### config.mk
export PLATFORM = sky130hd
export DESIGN_NAME = id_scoreboard_flat
export DESIGN_NICKNAME = d
export VERILOG_FILES = /design/src/rtl/id_scoreboard_if.sv /design/src/rtl/id_scoreboard.sv /design/src/flat_wrapper.sv
export SDC_FILE = /design/constraint.sdc
export NUM_CORES = 1
export LEC_CHECK = 0
export BUFFER_PORTS_ARGS = -buffer_cell sky130_fd_sc_hd__buf_2
export CELL_PAD_IN_SITES_DETAIL_PLACEMENT = 1
export CELL_PAD_IN_SITES_GLOBAL_PLACEMENT = 2
export CORE_MARGIN = 3
export CORE_UTILIZATION = 41
export DETAILED_ROUTE_END_ITERATION = 10
export PLACE_DENSITY_LB_ADDON = 0.1
export SKIP_LAST_GASP = 1
export SYNTH_ARGS = -nofsm -noshare
export SYNTH_HDL_FRONTEND = slang
export SYNTH_SLANG_ARGS = --single-unit
### constraint.sdc
create_clock -name clk -period 5.9 [get_ports clk]
set_input_delay 0.885 -clock clk [delete_from_list [all_inputs] [get_ports clk]]
set_output_delay 0.885 -clock clk [all_outputs]
set_load 0.005 [all_outputs]
### src/rtl/id_scoreboard_if.sv
//------------------------------------------------------------------------------
// Module   : id_scoreboard_if
// Brief    : Decode-stage hazard scoreboard bus. The master side is ID
//            (issue info, operand reads, flush); the slave side is the
//            scoreboard (hazards, stall request, pending mask, perf count).
// Revision : 1.0 - initial release
//------------------------------------------------------------------------------
`default_nettype none

interface id_scoreboard_if #(
   parameter int REG_ADDR_W = 5,
   parameter int NUM_REGS   = 32,
   parameter int LAT_W      = 3,
   parameter int PERF_W     = 16
);
   // Issue of the instruction leaving ID
   logic                  issue_valid_i;
   logic                  issue_wreg_i;
   logic [REG_ADDR_W-1:0] issue_wd_i;
   logic                  issue_whilo_i;
   logic [LAT_W-1:0]      issue_lat_i;
   // Operand reads of the instruction sitting in ID
   logic                  reg1_read_i;
   logic [REG_ADDR_W-1:0] reg1_addr_i;
   logic                  reg2_read_i;
   logic [REG_ADDR_W-1:0] reg2_addr_i;
   logic                  read_hilo_i;
   logic                  flush_i;
   // Scoreboard results
   logic                  stallreq_o;
   logic                  reg1_hazard_o;
   logic                  reg2_hazard_o;
   logic                  hilo_hazard_o;
   logic [NUM_REGS-1:0]   pending_o;
   logic [PERF_W-1:0]     stall_cycles_o;

   modport master (
      output issue_valid_i, issue_wreg_i, issue_wd_i, issue_whilo_i, issue_lat_i,
      output reg1_read_i, reg1_addr_i, reg2_read_i, reg2_addr_i, read_hilo_i,
      output flush_i,
      input  stallreq_o, reg1_hazard_o, reg2_hazard_o, hilo_hazard_o,
      input  pending_o, stall_cycles_o
   );

   modport slave (
      input  issue_valid_i, issue_wreg_i, issue_wd_i, issue_whilo_i, issue_lat_i,
      input  reg1_read_i, reg1_addr_i, reg2_read_i, reg2_addr_i, read_hilo_i,
      input  flush_i,
      output stallreq_o, reg1_hazard_o, reg2_hazard_o, hilo_hazard_o,
      output pending_o, stall_cycles_o
   );
endinterface

`default_nettype wire

### src/rtl/id_scoreboard.sv
//------------------------------------------------------------------------------
// Module   : id_scoreboard
// Brief    : Register-hazard scoreboard for the decode stage. One down-counter
//            per GPR (r0 excluded) and one for HI/LO hold the number of cycles
//            until an in-flight result becomes bypassable; ID is held while it
//            reads a register whose counter is nonzero.
// Revision : 1.0 - initial release
//------------------------------------------------------------------------------
`default_nettype none

module id_scoreboard #(
   parameter int REG_ADDR_W = 5,
   parameter int NUM_REGS   = 32,
   parameter int LAT_W      = 3,
   parameter int PERF_W     = 16
) (
   input  wire logic      clk,
   input  wire logic      rst,     // asynchronous, active low
   id_scoreboard_if.slave sb
);

   localparam logic [PERF_W-1:0] C_PERF_MAX = '1;

   logic                  w_accept;
   logic                  w_lat_nz;
   logic                  w_stallreq;
   logic                  w_reg1_hazard;
   logic                  w_reg2_hazard;
   logic                  w_hilo_hazard;
   logic                  w_rd1_pend;
   logic                  w_rd2_pend;
   logic [NUM_REGS-1:0]   w_pending;
   logic [LAT_W-1:0]      r_cnt_hilo;
   logic [PERF_W-1:0]     r_stall_cycles;

   // An issue only counts when ID is actually allowed to advance.
   assign w_accept = sb.issue_valid_i && !w_stallreq && !sb.flush_i;
   assign w_lat_nz = |sb.issue_lat_i;

   // r0 is hard-wired and never pending.
   assign w_pending[0] = 1'b0;

   generate
      for (genvar i = 1; i < NUM_REGS; i++) begin : g_cnt
         logic [LAT_W-1:0] r_cnt;
         logic             w_load;

         assign w_load = w_accept && sb.issue_wreg_i && w_lat_nz &&
                         (sb.issue_wd_i == REG_ADDR_W'(i));

         // Per-GPR latency counter: flush clears, load beats decrement, floor at 0.
         always_ff @(posedge clk or negedge rst) begin
            if (!rst) begin
               r_cnt <= '0;
            end else if (sb.flush_i) begin
               r_cnt <= '0;
            end else if (w_load) begin
               r_cnt <= sb.issue_lat_i;
            end else if (r_cnt != '0) begin
               r_cnt <= r_cnt - 1'b1;
            end
         end

         assign w_pending[i] = |r_cnt;
      end
   endgenerate

   // HI/LO latency counter with the same priority as the GPR counters.
   always_ff @(posedge clk or negedge rst) begin
      if (!rst) begin
         r_cnt_hilo <= '0;
      end else if (sb.flush_i) begin
         r_cnt_hilo <= '0;
      end else if (w_accept && sb.issue_whilo_i && w_lat_nz) begin
         r_cnt_hilo <= sb.issue_lat_i;
      end else if (r_cnt_hilo != '0) begin
         r_cnt_hilo <= r_cnt_hilo - 1'b1;
      end
   end

   // Operand lookup by compare, so addresses beyond NUM_REGS (and r0) read as idle.
   always_comb begin
      w_rd1_pend = 1'b0;
      w_rd2_pend = 1'b0;
      for (int i = 1; i < NUM_REGS; i++) begin
         if (sb.reg1_addr_i == REG_ADDR_W'(i)) w_rd1_pend = w_pending[i];
         if (sb.reg2_addr_i == REG_ADDR_W'(i)) w_rd2_pend = w_pending[i];
      end
   end

   assign w_reg1_hazard = sb.reg1_read_i && (sb.reg1_addr_i != '0) && w_rd1_pend;
   assign w_reg2_hazard = sb.reg2_read_i && (sb.reg2_addr_i != '0) && w_rd2_pend;
   assign w_hilo_hazard = sb.read_hilo_i && (r_cnt_hilo != '0);

   // A flushed instruction is discarded anyway, so it must not hold the pipe.
   assign w_stallreq = (w_reg1_hazard || w_reg2_hazard || w_hilo_hazard) && !sb.flush_i;

   // Saturating count of stalled cycles; deliberately survives flushes.
   always_ff @(posedge clk or negedge rst) begin
      if (!rst) begin
         r_stall_cycles <= '0;
      end else if (w_stallreq && (r_stall_cycles != C_PERF_MAX)) begin
         r_stall_cycles <= r_stall_cycles + 1'b1;
      end
   end

   assign sb.stallreq_o     = w_stallreq;
   assign sb.reg1_hazard_o  = w_reg1_hazard;
   assign sb.reg2_hazard_o  = w_reg2_hazard;
   assign sb.hilo_hazard_o  = w_hilo_hazard;
   assign sb.pending_o      = w_pending;
   assign sb.stall_cycles_o = r_stall_cycles;

endmodule

`default_nettype wire
### src/flat_wrapper.sv
// flat-port wrapper written by rule: the top's interface ports become plain ports
module id_scoreboard_flat 
#(
   parameter int REG_ADDR_W = 5,
   parameter int NUM_REGS   = 32,
   parameter int LAT_W      = 3,
   parameter int PERF_W     = 16
)
  (clk, rst, sb_issue_valid_i, sb_issue_wreg_i, sb_issue_wd_i, sb_issue_whilo_i, sb_issue_lat_i, sb_reg1_read_i, sb_reg1_addr_i, sb_reg2_read_i, sb_reg2_addr_i, sb_read_hilo_i, sb_flush_i, sb_stallreq_o, sb_reg1_hazard_o, sb_reg2_hazard_o, sb_hilo_hazard_o, sb_pending_o, sb_stall_cycles_o);
  id_scoreboard_if #(.REG_ADDR_W(REG_ADDR_W), .NUM_REGS(NUM_REGS), .LAT_W(LAT_W), .PERF_W(PERF_W)) sb_i ();
  input  wire logic clk;
  input  wire logic rst;
  input wire logic [$bits(sb_i.issue_valid_i)-1:0] sb_issue_valid_i;
  input wire logic [$bits(sb_i.issue_wreg_i)-1:0] sb_issue_wreg_i;
  input wire logic [$bits(sb_i.issue_wd_i)-1:0] sb_issue_wd_i;
  input wire logic [$bits(sb_i.issue_whilo_i)-1:0] sb_issue_whilo_i;
  input wire logic [$bits(sb_i.issue_lat_i)-1:0] sb_issue_lat_i;
  input wire logic [$bits(sb_i.reg1_read_i)-1:0] sb_reg1_read_i;
  input wire logic [$bits(sb_i.reg1_addr_i)-1:0] sb_reg1_addr_i;
  input wire logic [$bits(sb_i.reg2_read_i)-1:0] sb_reg2_read_i;
  input wire logic [$bits(sb_i.reg2_addr_i)-1:0] sb_reg2_addr_i;
  input wire logic [$bits(sb_i.read_hilo_i)-1:0] sb_read_hilo_i;
  input wire logic [$bits(sb_i.flush_i)-1:0] sb_flush_i;
  output wire logic [$bits(sb_i.stallreq_o)-1:0] sb_stallreq_o;
  output wire logic [$bits(sb_i.reg1_hazard_o)-1:0] sb_reg1_hazard_o;
  output wire logic [$bits(sb_i.reg2_hazard_o)-1:0] sb_reg2_hazard_o;
  output wire logic [$bits(sb_i.hilo_hazard_o)-1:0] sb_hilo_hazard_o;
  output wire logic [$bits(sb_i.pending_o)-1:0] sb_pending_o;
  output wire logic [$bits(sb_i.stall_cycles_o)-1:0] sb_stall_cycles_o;
  assign sb_i.issue_valid_i = sb_issue_valid_i;
  assign sb_i.issue_wreg_i = sb_issue_wreg_i;
  assign sb_i.issue_wd_i = sb_issue_wd_i;
  assign sb_i.issue_whilo_i = sb_issue_whilo_i;
  assign sb_i.issue_lat_i = sb_issue_lat_i;
  assign sb_i.reg1_read_i = sb_reg1_read_i;
  assign sb_i.reg1_addr_i = sb_reg1_addr_i;
  assign sb_i.reg2_read_i = sb_reg2_read_i;
  assign sb_i.reg2_addr_i = sb_reg2_addr_i;
  assign sb_i.read_hilo_i = sb_read_hilo_i;
  assign sb_i.flush_i = sb_flush_i;
  assign sb_stallreq_o = sb_i.stallreq_o;
  assign sb_reg1_hazard_o = sb_i.reg1_hazard_o;
  assign sb_reg2_hazard_o = sb_i.reg2_hazard_o;
  assign sb_hilo_hazard_o = sb_i.hilo_hazard_o;
  assign sb_pending_o = sb_i.pending_o;
  assign sb_stall_cycles_o = sb_i.stall_cycles_o;
  id_scoreboard #(.REG_ADDR_W(REG_ADDR_W), .NUM_REGS(NUM_REGS), .LAT_W(LAT_W), .PERF_W(PERF_W)) u_core (.clk(clk), .rst(rst), .sb(sb_i));
endmodule
==> impl_metrics.json <==
{
  "finalCritPeriodShare": 0.747,
  "ff2ff_setup_slack_ps": 1830,
  "postCtsSetupBuffers": 0,
  "cpMaxStageDelayCell": "nor2b_1",
  "insertion_delay_ps": 370,
  "critPathRequiredTime_ps": 5020,
  "drtIter0Drc": 343,
  "min_path_type": "flip-flop to flip-flop",
  "synthFlopType": "dfrtp_1",
  "synth_top_area_cell": "dfrtp_1",
  "maxSlewViolCount": 0,
  "yosys_warnings": 0,
  "vias": 6888,
  "final_nets": 1089,
  "grt_usage": 0.228,
  "die_area_sq_um": 22400,
  "pre_cts_slack_ps": 1620,
  "rsz0062_at_grt": "no",
  "path_class": "flip-flop to primary output",
  "h-tree-depth": 3,
  "synth-edff-count": 0,
  "netlist_instances": 949,
  "grt_remaining_overflow": 0,
  "fin_skew_ps": 6.63,
  "clockRootBuffer": "clkbuf_16",
  "worstMarginPinSlew_ps": 1010,
  "synthToLayoutAreaGrowth_pct": 10.1,
  "startpoint_type": "flip-flop",
  "grt_pass1_vias": 6997,
  "syn_avg_cell_area_sq_um": 8.90,
  "antenna_cells": 0,
  "clock_path_buffers": 2,
  "hold_viol": 0,
  "die_y_microns": 150,
  "die_w_microns": 150,
  "reg2reg_depth": 11,
  "core-area_sq_um": 19800,
  "ios": 79,
  "gp_congestion": 0.807,
  "status": "completed",
  "synth-seq-cells": 112,
  "synth_top_area_share": 0.332,
  "yosysUniqueCellTypes": 77,
  "critPathMaxStageDelay_ps": 640,
  "path_max_fanout": 16,
  "postRouteAntennaNets": 0,
  "ir_drop_mv": 0.182,
  "p_leak_nw": 4.51,
  "dr.pass1.iters": 5,
  "setup_viol": 0,
  "min_to": "u_core.sb.stall_cycles_o[6]$_DFFE_PN0P_",
  "holdPathStages": 1,
  "setup.worst_path.end_class": "primary output",
  "maxCapViolCount": 0,
  "powerDensity_nw_per_um2": 477,
  "path_buf_inv": 3,
  "yosysSeqAreaShare": 0.332,
  "drc": 0,
  "antenna_found_initial": 1,
  "worstPathCellList": "inv_1 > ha_1 > nor2b_1 > nor4_1 > o21ai_0 > o311ai_1 > and4bb_1 > a211o_1 > inv_2 > nor3_4 > nor2_1 > buf_2",
  "tns_ps": 0,
  "fmaxAchievable_mhz": 227,
  "drt_wl_total_mm": 24.7,
  "cts_tree": "done",
  "synth_common_cells": "dfrtp_1 (112), nor2_1 (110), inv_1 (98)",
  "synth.most_common_cell": "dfrtp_1",
  "viasPerCell": 5.44,
  "period_needed_ps": 4410,
  "min-delay-start": "u_core.sb.stall_cycles_o[6]$_DFFE_PN0P_",
  "synthTopCellsByArea": "dfrtp_1 (33%), ha_1 (9.6%), mux2i_1 (7.7%)",
  "crit_family": "simple AND/OR/NAND/NOR gates",
  "grt_max_degree": 68,
  "max-slew-margin-rel": 0.325,
  "rows": 51,
  "numCtsBuffers": 9,
  "io_buffers": 77,
  "wl_per_cell_microns": 19.5,
  "cp.arrival_ps": 3520,
  "cts_resized": 0,
  "hpwl_mm": 17.7,
  "r2r-start": "u_core.g_cnt[28].r_cnt[0]$_DFFE_PN0P_",
  "path_clk_slew_ps": 80,
  "drive_above_1_share": 0.176,
  "netlist_area_sq_um": 8450,
  "syn_nets": 1041,
  "setup_ws_ps": 1490,
  "cts_num_sinks": 112,
  "initial_utilization": 0.426,
  "hold_buffers": 0,
  "r2r_end": "u_core.g_cnt[2].r_cnt[1]$_DFFE_PN0P_",
  "grt_pass1_wl_mm": 39.5,
  "synthArstFlopShare": 1.00
}
-- per-stage QoR --
stage / instances / total power, mW / util / hold WS, ps / instance area, sq um
after floorplan: 949 / 3.02 / - / 477 / 8450
after global placement: 1251 / 3.74 / 0.453 / 478 / 9000
after detailed placement: 1251 / 3.81 / 0.453 / 481 / 9000
after CTS: 1266 / 4.50 / 0.469 / 496 / 9300
after global routing: 1266 / 4.88 / 0.469 / 526 / 9300
final: 1266 / 4.44 / 0.469 / 491 / 9300
-- worst register-to-register path, cell delays in order, from the launching register on --
cell and delay [ps]:
dfrtp_1 390, inv_1 90, ha_1 170, nor2b_1 450, inv_1 240, o211ai_1 330, nand4_1 150, a31oi_1 210
a211o_1 200, nand2_1 600, nor3_1 740, mux2_2 400
-- placed cells by master (no fill, tap or decap), drive strengths merged, types with 3 or more instances in the layout --
master	count
dfrtp	112
nor2	110
inv	102
buf	86
mux2i	65
nand2	65
ha	65
mux2	50
nor2b	40
o21ai	35
xnor2	33
nand3	21
or3	21
nand2b	19
a21oi	17
nor3	17
o211ai	14
xor2	13
clkbuf	9
nand4	8
a211oi	8
nor3b	7
nor4	6
o22ai	5
a31oi	4
o32ai	4
clkinv	4
a22oi	3
and2b	3
a41oi	3
and3	3
and4	3
o31ai	3
or4	3
or2	3
-- worst max-delay path by stage --
stage                                           from                                     to  slack (ps)  depth (start not counted)
6_report       u_core.g_cnt[15].r_cnt[0]$_DFFE_PN0P_                          sb_stallreq_o        1490                         12
5_1_grt        u_core.g_cnt[15].r_cnt[0]$_DFFE_PN0P_                          sb_stallreq_o        1160                         12
4_1_cts        u_core.g_cnt[15].r_cnt[0]$_DFFE_PN0P_                          sb_stallreq_o        1480                         12
3_5_place_dp                       sb_reg1_addr_i[0]  u_core.g_cnt[25].r_cnt[2]$_DFFE_PN0P_        1620                         11
3_3_place_gp                       sb_reg1_addr_i[0]                          sb_stallreq_o        1670                         11
2_1_floorplan                      sb_reg1_addr_i[0]                          sb_stallreq_o        2290                         11
-- routing by layer --
| metal | vias up | wire, microns | global-route usage |
|---|---|---|---|
| li1 | 3311 | - | - |
| met2 | 125 | 11700 | 0.376 |
| met4 | 2 | 365 | 0.0508 |
| met5 | - | 13 | 0 |
| met1 | 3422 | 11600 | 0.320 |
| met3 | 28 | 1000 | 0.0327 |
-- power by group --
part           switching (mW)  total [mW]  internal, mW
registers               0.197        1.25          1.06
clock network           0.328       0.664         0.336
logic                    1.43        2.52          1.09
-- logic make-up (layout without fill, tap and decap cells) --
| family | count (synthesis) | count (layout) | synth area share |
|---|---|---|---|
| buffers and inverters | 151 | 203 | 0.0740 |
| flip-flops | 112 | 112 | 0.332 |
| AO/OA/AOI/OAI | 121 | 121 | 0.0962 |
| adder cells (fa/ha/maj) | 65 | 65 | 0.0962 |
| AND/OR/NAND/NOR | 338 | 338 | 0.209 |
| multiplexers | 115 | 115 | 0.144 |
| other | 1 | 1 | 0.000444 |
| XOR/XNOR | 46 | 46 | 0.0486 |
-- final cells by class --
| class | instances | area, sq um |
|---|---|---|
| well taps | 265 | 332 |
| multi-input cells | 686 | 5020 |
| clock buffers | 9 | 225 |
| repair buffers | 86 | 455 |
| inverters | 102 | 384 |
| fillers | 2389 | 10500 |
| flip-flops and latches | 112 | 2800 |
| clock inverters | 6 | 80.1 |
-- sequential cells by signal (all words and copies together) (netlist names) --
name and cells:
u_core.r_cnt_hilo 3, u_core.sb.stall_cycles_o 16, u_core.g_cnt.r_cnt 93
No activity file was read; power rests on OpenSTA's default activity.
